$ cat src/rtl/load_store_unit.sv
// Single-request MEM-stage initiator for a word-addressed memory. Sub-word stores
// are done as read-modify-write; loads return sign/zero-extended data.
module load_store_unit #(
  parameter int unsigned MEM_LAT = 1,
  parameter int unsigned AW      = 32
) (
  input  logic          clk,
  input  logic          reset,
  input  logic          req_valid,
  output logic          req_ready,
  input  logic          req_store,
  input  logic [1:0]    req_size,
  input  logic          req_signed,
  input  logic [AW-1:0] req_addr,
  input  logic [31:0]   req_wdata,
  output logic          resp_valid,
  output logic [31:0]   resp_rdata,
  output logic          resp_misalign,
  output logic          stall,
  output logic [AW-1:0] addr,
  output logic [31:0]   memWriteData,
  output logic          memRead,
  output logic          memWrite,
  input  logic [31:0]   readData
);

  localparam int unsigned CW = (MEM_LAT > 1) ? $clog2(MEM_LAT) : 1;
  localparam logic [CW-1:0] LastCnt = CW'(MEM_LAT - 1);

  typedef enum logic [2:0] {StIdle, StRd, StGap, StWr, StResp} state_e;

  state_e        state_q, state_d;
  logic [CW-1:0] cnt_q, cnt_d;
  logic          store_q, store_d;
  logic [1:0]    size_q, size_d;
  logic          signed_q, signed_d;
  logic [1:0]    lane_q, lane_d;
  logic [31:0]   wdata_q, wdata_d;
  logic [31:0]   rdata_q, rdata_d;
  logic [AW-1:0] addr_q, addr_d;
  logic [31:0]   mem_wdata_q, mem_wdata_d;
  logic          mem_read_q, mem_read_d;
  logic          mem_write_q, mem_write_d;
  logic          resp_valid_q, resp_valid_d;
  logic [31:0]   resp_rdata_q, resp_rdata_d;
  logic          resp_misalign_q, resp_misalign_d;
  logic          req_ready_q, req_ready_d;

  function automatic logic misaligned(input logic [1:0] size, input logic [1:0] a);
    return (size == 2'b11) || (size == 2'b01 && a[0]) || (size == 2'b10 && a != 2'b00);
  endfunction

  function automatic logic [31:0] extract(input logic [31:0] word, input logic [1:0] size,
                                          input logic [1:0] lane, input logic sgn);
    logic [7:0]  b;
    logic [15:0] h;
    b = word[{lane, 3'b000} +: 8];
    h = word[{lane[1], 4'b0000} +: 16];
    unique case (size)
      2'b00:   return sgn ? {{24{b[7]}}, b} : {24'b0, b};
      2'b01:   return sgn ? {{16{h[15]}}, h} : {16'b0, h};
      default: return word;
    endcase
  endfunction

  // Little-endian lane replacement of the captured word.
  function automatic logic [31:0] merge(input logic [31:0] word, input logic [31:0] wd,
                                        input logic [1:0] size, input logic [1:0] lane);
    logic [31:0] w;
    w = word;
    unique case (size)
      2'b00:   w[{lane, 3'b000} +: 8] = wd[7:0];
      2'b01:   w[{lane[1], 4'b0000} +: 16] = wd[15:0];
      default: w = wd;
    endcase
    return w;
  endfunction

  always_comb begin
    state_d         = state_q;
    cnt_d           = cnt_q;
    store_d         = store_q;
    size_d          = size_q;
    signed_d        = signed_q;
    lane_d          = lane_q;
    wdata_d         = wdata_q;
    rdata_d         = rdata_q;
    addr_d          = addr_q;
    mem_wdata_d     = mem_wdata_q;
    resp_rdata_d    = 32'b0;
    resp_misalign_d = 1'b0;
    unique case (state_q)
      StIdle: begin
        if (req_valid) begin
          store_d  = req_store;
          size_d   = req_size;
          signed_d = req_signed;
          lane_d   = req_addr[1:0];
          wdata_d  = req_wdata;
          addr_d   = {req_addr[AW-1:2], 2'b00};
          cnt_d    = '0;
          if (misaligned(req_size, req_addr[1:0])) begin
            state_d         = StResp;
            resp_misalign_d = 1'b1;
          end else if (req_store && req_size == 2'b10) begin
            state_d     = StWr;
            mem_wdata_d = req_wdata;
          end else begin
            state_d = StRd;
          end
        end
      end
      StRd: begin
        if (cnt_q == LastCnt) begin
          rdata_d = readData;
          cnt_d   = '0;
          if (store_q) begin
            state_d = StGap;
          end else begin
            state_d      = StResp;
            resp_rdata_d = extract(readData, size_q, lane_q, signed_q);
          end
        end else begin
          cnt_d = cnt_q + CW'(1);
        end
      end
      StGap: begin
        state_d     = StWr;
        cnt_d       = '0;
        mem_wdata_d = merge(rdata_q, wdata_q, size_q, lane_q);
      end
      StWr: begin
        if (cnt_q == LastCnt) begin
          state_d = StResp;
          cnt_d   = '0;
        end else begin
          cnt_d = cnt_q + CW'(1);
        end
      end
      StResp:  state_d = StIdle;
      default: state_d = StIdle;
    endcase
    // Strobes and handshakes are registered from the next state.
    mem_read_d   = (state_d == StRd);
    mem_write_d  = (state_d == StWr);
    resp_valid_d = (state_d == StResp);
    req_ready_d  = (state_d == StIdle);
  end

  always_ff @(posedge clk) begin
    if (reset) begin
      state_q         <= StIdle;
      cnt_q           <= '0;
      store_q         <= 1'b0;
      size_q          <= 2'b00;
      signed_q        <= 1'b0;
      lane_q          <= 2'b00;
      wdata_q         <= 32'b0;
      rdata_q         <= 32'b0;
      addr_q          <= '0;
      mem_wdata_q     <= 32'b0;
      mem_read_q      <= 1'b0;
      mem_write_q     <= 1'b0;
      resp_valid_q    <= 1'b0;
      resp_rdata_q    <= 32'b0;
      resp_misalign_q <= 1'b0;
      req_ready_q     <= 1'b1;
    end else begin
      state_q         <= state_d;
      cnt_q           <= cnt_d;
      store_q         <= store_d;
      size_q          <= size_d;
      signed_q        <= signed_d;
      lane_q          <= lane_d;
      wdata_q         <= wdata_d;
      rdata_q         <= rdata_d;
      addr_q          <= addr_d;
      mem_wdata_q     <= mem_wdata_d;
      mem_read_q      <= mem_read_d;
      mem_write_q     <= mem_write_d;
      resp_valid_q    <= resp_valid_d;
      resp_rdata_q    <= resp_rdata_d;
      resp_misalign_q <= resp_misalign_d;
      req_ready_q     <= req_ready_d;
    end
  end

  assign req_ready     = req_ready_q;
  assign stall         = ~req_ready_q;
  assign addr          = addr_q;
  assign memWriteData  = mem_wdata_q;
  assign memRead       = mem_read_q;
  assign memWrite      = mem_write_q;
  assign resp_valid    = resp_valid_q;
  assign resp_rdata    = resp_rdata_q;
  assign resp_misalign = resp_misalign_q;

endmodule
$ cat config.mk
export PLATFORM = sky130hd
export DESIGN_NAME = load_store_unit
export DESIGN_NICKNAME = d
export VERILOG_FILES = /design/src/rtl/load_store_unit.sv
export SDC_FILE = /design/constraint.sdc
export NUM_CORES = 1
export LEC_CHECK = 0
export CAP_MARGIN = 10
export CORE_MARGIN = 1.5
export CORE_UTILIZATION = 30
export DETAILED_ROUTE_END_ITERATION = 16
export GPL_ROUTABILITY_DRIVEN = 1
export PLACE_DENSITY = 0.61
export SYNTH_ARGS = -nofsm -noshare
export SYNTH_HDL_FRONTEND = slang
export SYNTH_SLANG_ARGS = --single-unit
$ cat constraint.sdc
create_clock -name clk -period 2.2 [get_ports clk]
set_clock_uncertainty 0.15 [all_clocks]
set_input_delay 0.55 -clock clk [delete_from_list [all_inputs] [get_ports clk]]
set_output_delay 0.55 -clock clk [all_outputs]
set_load 0.005 [all_outputs]
== After elaboration in Yosys (flattened, before gate mapping) ==
Index checks and enable logic that the tools add are counted.
Storage, ports and cells
  bits in registers: 173
  input port bits: 103
  output and inout bits: 102
  word-level logic and storage cells: 82
Cells by class
  add/subtract/negate cells: 3
  equality and inequality tests: 13
  shifts and indexed selects: 6
  multiplexer cells: 21
  bitwise operators: 5
  reduce and logical (&&, ||, !) cells: 18
Operator list (number)
  32-bit one-hot mux with 2 select lines: 3
  32-bit two-way mux: 5
  32-bit bitwise mux: 2
  16-bit by 7-bit variable shift with 32-bit output (first input constant): 1
  8-bit by 7-bit variable shift with 32-bit output (first input constant): 1
  16-bit by 7-bit indexed part select with 32-bit output: 1
  32-bit by 6-bit indexed part select with 16-bit output: 1
  32-bit by 6-bit indexed part select with 8-bit output: 1
  8-bit by 7-bit indexed part select with 32-bit output: 1
  3-bit two-way mux: 5
  5-bit negation with 7-bit output: 2
  3-bit one-hot mux with 4 select lines: 1
  3-bit by 2-bit == test with 1-bit output (second input constant): 3
  3-bit by 1-bit == test with 1-bit output (second input constant): 2
  3-bit zero test: 2
  2-bit inequality test (second input constant): 3
  2-bit AND reduction: 3
  1-bit inverter: 5
  2-bit by 1-bit == test with 1-bit output (second input constant): 2
  2-bit == test (second input constant): 2
  4-bit AND reduction: 1
  2-bit nonzero test: 2
  4-bit OR reduction: 1
  3-bit == test (second input constant): 1
  10 further kinds: 15

== Logic depth before layout (Yosys ltp) ==
  depth after elaboration: 8
  depth in mapped cells: 8
  mapped depth without buffers: 6

== Worst setup path after synthesis ==
Ideal clock, no wire load.
  path type: reg2reg
  start: register lane_q[1]
  end: register mem_wdata_q[16] (netlist: memWriteData[16])
  library setup time: 0.143 ns
  data arrival time: 2.112 ns
  required time: 1.907 ns
  setup slack: -0.205 ns
  stages on the path, launching flop included: 9
  buffers on the path: 2
  period minus slack after synthesis: 2.405 ns
  path through: dfxtp_1 > buf_4 > clkinv_1 > ha_1 > nor4bb_1 > clkbuf_1 > and3_1 > a2111oi_0 > a221oi_1
On the way
  longest elaborated chain between the ends: 5
  elaborated cells between the ends (all ways): 10
  classes of those cells: add/sub (2); shift (4); mux (4)
Ends and longest elaborated chain
  start: declaration: RTL line 37  | logic [1:0] lane_q, lane_d;
  start signal: assignment: RTL line 174  | lane_q <= lane_d;
  5-bit negation with 7-bit output (on tied branches): RTL line 73, 72
  16-bit by 7-bit indexed part select with 32-bit output, or another cell as far along: RTL line 73  | 2'b01: w[{lane[1], 4'b0000} +: 16] = wd[15:0];
  32-bit bitwise mux (on tied branches): RTL line 73, 72
  32-bit one-hot mux with 2 select lines (*): RTL line 71  | unique case (size)
  32-bit one-hot mux with 2 select lines (*): RTL line 92  | unique case (state_q)
  end signal: assignment: RTL line 178  | mem_wdata_q <= mem_wdata_d;
  end: declaration: RTL line 41  | logic [31:0] mem_wdata_q, mem_wdata_d;
Mark *: on every way between the ends. The rest lies on a longest branch, timed or not.
A chain may end at the register's enable or synchronous reset.

== Worst setup path after layout ==
  start: register lane_q[1]
  end: register mem_wdata_q[20] (netlist: memWriteData[20])
Same word-level chain as after synthesis.

==> results.json <==
{
  "status": "completed",
  "route.detailed.drc": 0,
  "use_met2": 0.314,
  "pwr-share-seq": 0.441,
  "end_kind": "flop",
  "rows": 57,
  "ys.flop_type": "dfxtp_1",
  "synth_warnings": 0,
  "slew_headroom": 0.371,
  "clk_path_buf_depth": 2,
  "tns_ps": 0,
  "area_growth_pct": 43.4,
  "gr-total-overflow": 0,
  "power_density_nw_per_um2": 707,
  "final_util": 0.442,
  "switching_power_mw": 2.00,
  "diodes": 0,
  "start_util": 0.308,
  "rsz0062_at_grt": "yes",
  "htree_levels": 4,
  "min_period_over_period": 0.977,
  "min_path_type": "reg -> reg",
  "place_congestion": 0.868,
  "cts_root_buf": "clkbuf_16",
  "met3_usage": 0.0363,
  "postSynthAreaPerCell_um2": 8.34,
  "path_depth": 7,
  "peakVddDrop_uv": 437,
  "crit_path_max_incr_delay_ps": 400,
  "dpl.hpwl_um": 18400,
  "grt_pass1_vias": 7070,
  "wl_per_cell_um": 17.6,
  "grt_max_degree": 113,
  "antenna_found_initial": 0,
  "fmax_ghz": 0.465,
  "firstDrtPassIters": 5,
  "hold_viol_final": 0,
  "clock-sinks": 172,
  "fill_cells": 2456,
  "p_sw_frac": 0.261,
  "grt_first_pass_wirelength_um": 39400,
  "period_needed_ps": 2150,
  "io_pins": 205,
  "cap_violations": 0,
  "path_class": "reg -> reg",
  "crit_fanout": 8,
  "cts_buffers": 17,
  "p_clk_frac": 0.402,
  "synth_async_sr_flop_share": 0,
  "layout.nets": 1221,
  "coreArea_um2": 24500,
  "netlist_area_um2": 7560,
  "worst_r2r_path_depth": 7,
  "setup_viol": 0,
  "io_buffers": 202,
  "via_per_inst": 5.07,
  "syn_inst": 907,
  "cts_tree": "done",
  "tightest_slew_ps": 941,
  "critPathTopFamily": "compound AO/OA/AOI/OAI gates",
  "crit_chain": "clkinv_2, ha_1, nor4bb_2, buf_4, a221o_1, a221oi_1, nor4_1",
  "clk_pin_slew_worst_paths_ps": 60,
  "ant_nets": 0,
  "top_usage_layer": "met2",
  "finalPower_mw": 7.67,
  "combPwrFrac": 0.157,
  "grt_use_met1": 0.256,
  "synth_cell_types": 60,
  "worstSkewPairLatency_ps": 430,
  "die_area_um2": 26200,
  "p_int_mw": 5.67,
  "synth-seq-area-share": 0.455,
  "min_path_cells": 2,
  "cp_data_arrival_time_ps": 2290,
  "cts_setup_buffers": 0,
  "p_leak_nw": 4.08,
  "synth-edff-count": 0,
  "ys_ff_latch": 172,
  "required_ps": 2340,
  "die_w_um": 162,
  "drt_iter0_drc": 570,
  "maxSlewViolCount": 0,
  "cp_slowest_cell": "dfxtp_4",
  "drive_gt1_frac": 0.115,
  "startpoint_type": "flop",
  "grtUsageTotal": 0.193,
  "path_buf_inv": 2,
  "die_h_um": 162,
  "wirelength_um": 25500,
  "via_count": 7346
}
## per-layer routing
layer / share of wire / vias to the layer above
met4: 0.022 / 0
met2: 0.48 / 233
met5: 0 / -
li1: - / 3596
met1: 0.44 / 3481
met3: 0.058 / 36
## path summary, 6_finish.rpt
kind,start,end,slack [ps]
worst min-delay path,addr[26],addr[26],300
worst max register to register,lane_q[1],memWriteData[20],50
worst min register to register,addr[26],addr[26],300
worst max-delay path,lane_q[1],memWriteData[20],50
## worst min-delay path, cell delays in order (launching register included)
cell     delay (ps)
dfxtp_1         310
nand2_1          50
a21oi_1          50
## power by group through the flow
stage	clock, mW	combinational, mW	sequential (mW)
floorplan	0	0.586	3.41
global placement	0	1.19	3.45
detailed placement	0	1.20	3.45
CTS	3.15	1.20	3.38
global route	3.28	1.31	3.40
finish	3.08	1.21	3.38
## layout make-up
type / count / area, um2 / share of cell area
flip-flops and latches: 172 / 3450 / 0.318
inverters: 24 / 91.3 / 0.00842
well taps: 324 / 405 / 0.0374
clock inverters: 10 / 144 / 0.0133
multi-input cells: 636 / 3720 / 0.343
clock buffers: 20 / 447 / 0.0412
repair buffers: 262 / 2590 / 0.239
## cells in the final DEF, fill, tap and decap left out, types with 8 or more instances in the layout
cell type	count
nand2_1	235
clkdlybuf4s50_1	201
dfxtp_1	170
a21oi_1	125
buf_4	51
nor3_1	33
mux2i_1	32
inv_1	23
a221oi_1	18
a21o_1	18
clkbuf_16	17
a211oi_1	16
o21bai_1	10
o21ai_0	10
nand3_1	10
buf_12	10
nor2_1	9
o221ai_1	8
mux2_2	8
## repair_timing
action / CTS / global route
resized for setup: 0 / 8
setup endpoints to repair: 0 / 13
hold buffers: 0 / 0
## cell families (layout without fill, tap and decap cells)
logic type	after synthesis	after routing	share of synthesized area
AOI/OAI and AO/OA	250	250	0.217
other	1	2	0.000496
adders and majority gates	5	5	0.00827
and+or+nand+nor	339	339	0.204
DFF	172	172	0.455
muxes	40	40	0.0543
buffers and inverters	100	316	0.0614
## per-stage QoR
step	area [um2]	hold WS (ps)	std cells	setup slack [ps]
finish	10800	302	1448	50.5
global route	10800	325	1448	-13.0
CTS	10800	304	1448	4.41
detailed placement	10200	296	1418	-311
global placement	10200	290	1418	-345
floorplan	7580	282	908	47.1
## synthesized netlist by cell type, drive strengths merged (2+ instances only)
library cell	instances	area, um2
a211oi	16	120
inv	23	86.3
a22o	6	52.6
a2111oi	2	36.3
clkbuf	43	161
dfxtp	172	3440
o21bai	10	75.1
buf	33	213
mux2	8	90.1
a31o	7	61.3
a221oi	23	201
nor2b	3	18.8
a221o	7	70.1
nor3b	5	58.8
o221ai	8	70.1
a21o	18	135
a21oi	125	626
nor4b	7	61.3
o211ai	2	15.0
a31oi	5	31.3
or2	2	12.5
nand3	10	50.1
nor3	33	165
nand4	3	25.0
nor2	11	43.8
ha	5	62.6
nand2	235	882
or4b	2	23.8
o2bb2ai	6	52.6
nor4	8	56.3
and3	4	25.0
nand2b	4	25.0
or3	2	12.5
o21ai	10	50.1
mux2i	32	320
and2	4	25.0
nand3b	2	15.0
## registers in the layout, indices dropped and copies added (netlist names)
register and cells:
wdata_q 32, addr 30, signed_q 1, store_q 1, state_q 3, resp_rdata 32
memWrite 1, rdata_q 32, req_ready 1, memWriteData 32, resp_misalign 1, resp_valid 1
memRead 1, lane_q 2, size_q 2
Note: power is estimated with default switching activity, not from simulation.
